<file path="config.mk">
export PLATFORM = sky130hd
export DESIGN_NAME = move_sequencer
export DESIGN_NICKNAME = d
export VERILOG_FILES = /design/src/rtl/qs_pkg.sv /design/src/rtl/step_pulse_timer.sv /design/src/rtl/move_sequencer.sv
export SDC_FILE = /design/constraint.sdc
export NUM_CORES = 1
export LEC_CHECK = 0
export ABC_AREA = 1
export CAP_MARGIN = 15
export CELL_PAD_IN_SITES_DETAIL_PLACEMENT = 0
export CELL_PAD_IN_SITES_GLOBAL_PLACEMENT = 1
export CORE_UTILIZATION = 39
export CTS_CLUSTER_DIAMETER = 30
export CTS_CLUSTER_SIZE = 14
export DETAILED_ROUTE_END_ITERATION = 16
export PLACE_DENSITY_LB_ADDON = 0.1
export SLEW_MARGIN = 20
export SYNTH_ARGS = -nofsm -noshare
export SYNTH_HDL_FRONTEND = slang
export SYNTH_SLANG_ARGS = --single-unit
</file>
<file path="constraint.sdc">
create_clock -name clk -period 2.2 [get_ports clk]
set_input_delay 0.55 -clock clk [delete_from_list [all_inputs] [get_ports clk]]
set_output_delay 0.55 -clock clk [all_outputs]
set_load 0.01 [all_outputs]
</file>
<file path="src/rtl/qs_pkg.sv">
// Shared definitions for the axis motion blocks: sequencer state encoding
// and default step pulse / direction setup timing.
package qs_pkg;

    typedef enum logic [1:0] {
        ST_IDLE  = 2'd0,
        ST_SETUP = 2'd1,
        ST_RUN   = 2'd2,
        ST_DRAIN = 2'd3
    } qs_state_e;

    localparam int unsigned QS_PULSE_TICKS     = 160;
    localparam int unsigned QS_DIR_SETUP_TICKS = 20;

endpackage

</file>
<file path="src/rtl/step_pulse_timer.sv">
// Loadable one-shot: i_load starts a WIDTH-cycle high pulse on o_step.
// o_idle is high once the pulse has fully completed.
module step_pulse_timer #(
    parameter int unsigned WIDTH = 160
) (
    input  logic clk,
    input  logic rst_n,
    input  logic i_load,
    output logic o_step,
    output logic o_idle
);

    localparam int unsigned   CW       = $clog2(WIDTH + 1);
    localparam logic [CW-1:0] LOAD_VAL = CW'(WIDTH);
    localparam logic [CW-1:0] ONE      = CW'(1);

    logic [CW-1:0] r_count;
    logic          r_step;

    // r_step tracks (r_count != 0) one cycle early so the pin is a flop output
    always_ff @(posedge clk or negedge rst_n) begin
        if (!rst_n) begin
            r_count <= '0;
            r_step  <= 1'b0;
        end else if (i_load) begin
            r_count <= LOAD_VAL;
            r_step  <= 1'b1;
        end else if (r_count != '0) begin
            r_count <= r_count - ONE;
            r_step  <= (r_count > ONE);
        end
    end

    assign o_step = r_step;
    assign o_idle = (r_count == '0);

endmodule

</file>
<file path="src/rtl/move_sequencer.sv">
// Single-axis move sequencer: one pending command behind the active move,
// direction setup before the first step, fixed-width step pulses, abort.
module move_sequencer
    import qs_pkg::*;
#(
    parameter int unsigned PERIOD_BITS     = 32,
    parameter int unsigned COUNT_BITS      = 24,
    parameter int unsigned PULSE_TICKS     = QS_PULSE_TICKS,
    parameter int unsigned DIR_SETUP_TICKS = QS_DIR_SETUP_TICKS
) (
    input  logic                   clk,
    input  logic                   rst_n,
    input  logic                   cmd_valid,
    output logic                   cmd_ready,
    input  logic                   cmd_dir,
    input  logic [COUNT_BITS-1:0]  cmd_steps,
    input  logic [PERIOD_BITS-1:0] cmd_period,
    input  logic                   abort,
    output logic                   step,
    output logic                   dir,
    output logic                   busy,
    output logic                   done,
    output logic                   aborted,
    output logic [COUNT_BITS-1:0]  steps_left
);

    localparam logic [PERIOD_BITS-1:0] MIN_PERIOD = PERIOD_BITS'(2 * PULSE_TICKS);
    localparam logic [PERIOD_BITS-1:0] SETUP_LAST = PERIOD_BITS'(DIR_SETUP_TICKS - 1);
    localparam logic [PERIOD_BITS-1:0] P_ONE      = PERIOD_BITS'(1);
    localparam logic [COUNT_BITS-1:0]  C_ONE      = COUNT_BITS'(1);

    qs_state_e               r_state;
    logic                    r_pend_full;
    logic                    r_pend_dir;
    logic [COUNT_BITS-1:0]   r_pend_steps;
    logic [PERIOD_BITS-1:0]  r_pend_period;
    logic [PERIOD_BITS-1:0]  r_period;
    logic [PERIOD_BITS-1:0]  r_tick;
    logic [COUNT_BITS-1:0]   r_steps_left;
    logic                    r_dir;
    logic                    r_aborted;

    logic                    w_accept;
    logic                    w_fire;
    logic                    w_timer_idle;
    logic [PERIOD_BITS-1:0]  w_load_period;
    logic                    w_zero_done;
    logic                    w_drain_done;

    assign cmd_ready     = !r_pend_full && !abort;
    assign w_accept      = cmd_valid && cmd_ready;
    assign w_load_period = (r_pend_period < MIN_PERIOD) ? MIN_PERIOD : r_pend_period;
    assign w_fire        = (r_state == ST_RUN) && !abort && (r_tick == r_period - P_ONE);

    // done is decoded from state so a zero-step load and the drain end report
    // in the same cycle they occur rather than one cycle later
    assign w_zero_done  = (r_state == ST_IDLE) && r_pend_full && !abort && (r_pend_steps == '0);
    assign w_drain_done = (r_state == ST_DRAIN) && w_timer_idle;
    assign done         = w_zero_done || w_drain_done;
    assign aborted      = w_drain_done && (r_aborted || abort);
    assign busy         = (r_state != ST_IDLE) || r_pend_full;
    assign dir          = r_dir;
    assign steps_left   = r_steps_left;

    step_pulse_timer #(
        .WIDTH (PULSE_TICKS)
    ) u_pulse (
        .clk    (clk),
        .rst_n  (rst_n),
        .i_load (w_fire),
        .o_step (step),
        .o_idle (w_timer_idle)
    );

    always_ff @(posedge clk or negedge rst_n) begin
        if (!rst_n) begin
            r_state       <= ST_IDLE;
            r_pend_full   <= 1'b0;
            r_pend_dir    <= 1'b0;
            r_pend_steps  <= '0;
            r_pend_period <= '0;
            r_period      <= '0;
            r_tick        <= '0;
            r_steps_left  <= '0;
            r_dir         <= 1'b0;
            r_aborted     <= 1'b0;
        end else begin
            if (w_accept) begin
                r_pend_full   <= 1'b1;
                r_pend_dir    <= cmd_dir;
                r_pend_steps  <= cmd_steps;
                r_pend_period <= cmd_period;
            end
            case (r_state)
                ST_IDLE: begin
                    if (abort) begin
                        r_pend_full <= 1'b0;
                    end else if (r_pend_full) begin
                        r_pend_full  <= 1'b0;
                        r_steps_left <= r_pend_steps;
                        r_period     <= w_load_period;
                        r_tick       <= '0;
                        r_aborted    <= 1'b0;
                        if (r_pend_steps != '0) begin
                            if (r_pend_dir != r_dir) begin
                                r_dir   <= r_pend_dir;
                                r_state <= ST_SETUP;
                            end else begin
                                r_state <= ST_RUN;
                            end
                        end
                    end
                end
                ST_SETUP: begin
                    if (abort) begin
                        r_pend_full <= 1'b0;
                        r_aborted   <= 1'b1;
                        r_state     <= ST_DRAIN;
                    end else if (r_tick == SETUP_LAST) begin
                        r_tick  <= '0;
                        r_state <= ST_RUN;
                    end else begin
                        r_tick <= r_tick + P_ONE;
                    end
                end
                ST_RUN: begin
                    if (abort) begin
                        r_pend_full <= 1'b0;
                        r_aborted   <= 1'b1;
                        r_state     <= ST_DRAIN;
                    end else if (w_fire) begin
                        r_tick       <= '0;
                        r_steps_left <= r_steps_left - C_ONE;
                        if (r_steps_left == C_ONE) begin
                            r_state <= ST_DRAIN;
                        end
                    end else begin
                        r_tick <= r_tick + P_ONE;
                    end
                end
                ST_DRAIN: begin
                    if (abort) begin
                        r_pend_full <= 1'b0;
                        r_aborted   <= 1'b1;
                    end
                    if (w_timer_idle) begin
                        r_state <= ST_IDLE;
                    end
                end
                default: r_state <= ST_IDLE;
            endcase
        end
    end

endmodule

</file>
==> impl_summary.txt <==
----------------------------------------------------
[Run status]
  Run status ... finished, violations left
  Violations in the final reports ... negative setup slack

[Flow run]
  Max capacitance violation total ... 0

[Logic synthesis]
  Post-synthesis cell type count ... 45
  Post-synth net total ... 1,293
  Proportion of netlist area held by the largest area contributor ... 42.5%
  Primary FF master, synth ... dfrtp_1
  Cell types occupying the most area after synthesis ... dfrtp_1, nand2_1, nor2_1
  Post-synthesis area per instance ... 7.66 µm²
  Gate Count Post-Synth ... 1,221
  Library cell occupying the most area in the post-synthesis netlist ... dfrtp_1
  Post-synthesis async set-or-reset flop share ... 100%
  Flop and latch count out of synthesis ... 159
  Total of warnings raised by yosys ... 0
  Post-synthesis cell area ... 9360 µm²
  Sequential area share after synthesis ... 42.5%
  Number of enable-type register cells in the synthesized netlist ... 0

[Route]
  Iteration count of the initial detailed-routing pass ... 7
  Total wire length after detailed routing ... 29,000 µm
  Post-DRT Antenna Nets ... 0
  Via-per-instance ratio ... 4.83
  Iteration-0 DRC Markers ... 513
  Count of vias placed by the detailed router ... 8,867
  # DRC ... 0
  Average wire per cell in the routed design ... 15.8 µm

[Setup path]
  Slowest Stage Delay on Critical Path ... 0.39 ns
  Crit Path Category ... reg2reg
  Slowest cell on the critical path ... dfrtp_1
  Startpoint class of the critical path ... register
  Critical path's top delay family ... simple AND/OR/NAND/NOR gates
  Register-to-Register Path Depth ... 17
  R2r setup slk ... -0.30 ns
  Kind of end point of the critical path ... register
  Critical path data arrival time ... 2.81 ns
  Crit-path most repeated cell ... nand2_8
  Largest fanout of any net on the critical path ... 7
  Sequence of cells on the critical path ... inv_2 > ha_4 > nand2_4 > nor2_4 > buf_4 > nand4_1 > nand2_1 > nand3_1 > nor2_2 > nand2_2 > nor2_4 > nand3_4 > nand2_8 > nand2_8 > nand2_8 > clkbuf_16 > o21ai_1
  Endpoint of the most critical register-to-register path ... r_tick[9]$_DFFE_PN0P_
  Worst Setup SP ... r_period[0]$_DFFE_PN0P_
  Count of buffering cells on the critical path with inverters included ... 3
  Required time of the critical path ... 2.52 ns
  Crit Reg-Reg Startpoint ... r_period[0]$_DFFE_PN0P_

[Clocking]
  Number of buffers inserted during clock tree synthesis ... 17
  Root buffer cell ... clkbuf_16
  Hold-fix buffers, CTS ... 0
  Clk slew on worst S/H paths ... 0.07 ns
  Worst skew pair latency ... 0.43 ns
  Clock tree from TritonCTS ... done
  Max H-tree Level ... 4
  Num Clock Sinks ... 159
  Number of buffers between clock root and the deepest sink ... 2

[Global route]
  Initial antenna violation count ... 0
  Total gr overflow ... 0
  Via count of the first global-routing pass ... 8,667
  Overall global routing resource usage ... 24.3%
  Largest net degree at the start of global routing ... 52
  Global-route wire length before repair ... 45,600 µm

[Cells and area]
  Final instance area ... 13,300 µm²
  Diode insertion count for antenna repair ... 0
  Layout filler cell count ... 2,263
  Most frequent cells in the layout ... nand2_1, buf_4, dfrtp_1, nor2_1, inv_1
  Commonest non-fill, non-tap cell in the layout ... nand2_1
  Area Growth Syn to Fin ... 42.5%
  Final #Nets ... 1,575
  Layout cells sized above 1 ... 29.2%

[Placement]
  Dpl hpwl ... 21,700 µm
  Port Buffer Count ... 90
  Weighted congestion reported at the end of routability-driven placement ... 0.886
  Placed standard-cell area ... 12,000 µm²

[Timing]
  Slew of the pin with the lowest slew margin ... 0.568 ns
  Final setup fails ... 65
  Min cycle time layout ... 2.50 ns
  Maximum frequency from static timing analysis ... 0.401 GHz
  Final clock period utilization by the worst path ... 113%
  Max-slew violation count ... 0
  Headroom to the max-slew limit ... 61.8%
  Worst Clk Skew ... 0.0157 ns
  Final worst slack ... -0.296 ns
  Final hold slack ... 0.0155 ns
  Setup repair after global routing missed its margin ... yes
  Hold violation count in the final report ... 0

[Die]
  Die Ht ... 157 µm
  Overall die width ... 157 µm
  Core Rows ... 56
  Number of ports placed on the die boundary ... 91
  Starting density of the core ... 39.9%
  Total die area ... 24,600 µm²
  Standard cell core area ... 23,500 µm²

[Power and ir drop]
  Seq pwr share ... 29.2%
  Power per unit of standard cell area ... 1170 nW/µm²
  Leakage power of the design ... 6.27 nW
  Net switching power ... 6.48 mW
  Power Internal ... 9.06 mW
  Fraction of power consumed by the clock network ... 18.9%
  Gate power share ... 51.8%
  Max rail drop VDD ... 0.658 mV
  Net switching share of the total power ... 41.7%

[Hold path]
  Kind of path behind the tightest hold check ... in2async

----------------------------------------------------
==> worst max path at each step <==
stage	endpoint	cells past startpoint
2_1_floorplan	r_tick[12]$_DFFE_PN0P_	19
3_3_place_gp	done	7
3_5_place_dp	done	7
4_1_cts	steps_left[23]$_DFFE_PN0P_	18
5_1_grt	steps_left[18]$_DFFE_PN0P_	16
6_report	r_tick[9]$_DFFE_PN0P_	17
==> final cells by class <==
| class | instances | area [µm²] | area share [%] |
|---|---|---|---|
| clock buffer | 18 | 439 | 3.29 |
| multi-input combinational | 889 | 5150 | 38.7 |
| tap | 319 | 399 | 2.99 |
| clock inverter | 14 | 139 | 1.04 |
| sequential | 159 | 3980 | 29.9 |
| timing repair buffer | 307 | 2720 | 20.4 |
| inverter | 129 | 492 | 3.69 |
==> cells in the mapped netlist, types with 4 or more instances <==
cell type	count
o21bai_1	4
nor2_4	4
nand2_2	8
clkbuf_1	31
o21ai_2	10
xor2_1	48
mux2_2	37
buf_1	4
nor2_1	159
nand4_1	18
o21ai_0	75
dfrtp_1	159
ha_1	11
o21ai_1	23
nor3_1	14
or2_2	6
buf_2	6
a21oi_1	35
nor4_1	19
xnor2_1	20
nor2_2	11
nand3b_1	4
inv_1	127
nand3_1	57
nand2_1	307
==> sequential cells by signal (all words and copies together) (netlist names), 2 cells and up <==
name	count
r_pend_period	32
u_pulse.r_count	8
r_tick	32
r_pend_steps	24
r_state	2
r_period	32
steps_left	24
==> through the flow <==
| step | total power [mW] | cells | setup TNS (ns) | util, % | worst slack (ns) |
|---|---|---|---|---|---|
| finish | 15.5 | 1835 | -14.94 | 56.8 | -0.296 |
| global route | 16.6 | 1835 | -24.46 | 56.8 | -0.431 |
| CTS | 14.9 | 1824 | -15.02 | 54.6 | -0.310 |
| detailed placement | 11.6 | 1780 | -20.14 | 51.2 | -0.402 |
| global placement | 11.5 | 1780 | -18.11 | 51.2 | -0.414 |
| floorplan | 8.22 | 1221 | -0.0208 | - | -0.00242 |
==> repair_timing <==
item | 4_1_cts | 5_1_grt
pin swaps | 8 | 16
setup endpoints to repair | 71 | 70
buffers inserted | 11 | 8
gates resized for setup | 50 | 121
gates cloned | 2 | 4
==> cells by family after synthesis <==
logic type,after synthesis,share of synthesized area (%)
DFF,159,42.5
adders and majority gates,11,1.47
buffers and inverters,173,7.29
AOI/OAI and AO/OA,156,9.12
xor gates and xnor gates,68,6.37
muxes,38,4.56
and+or+nand+nor,616,28.7
==> power groups by stage <==
stage	logic (mW)	registers [mW]	clock network (mW)
detailed placement	7.10	4.50	0
CTS	7.41	4.48	3.01
finish	8.05	4.54	2.94
global placement	7.05	4.49	0
floorplan	3.66	4.56	0
global route	8.87	4.64	3.12
==> layer usage <==
metal  routed length, µm  vias to the layer above  global-route usage (%)
met5                   0                        -                       0
met1               13300                     4193                    32.0
met4                 354                        0                    6.16
li1                    -                     4486                       -
met3                 961                       29                    3.79
met2               14400                      159                    41.4
Note: power is estimated with default switching activity, not from simulation.
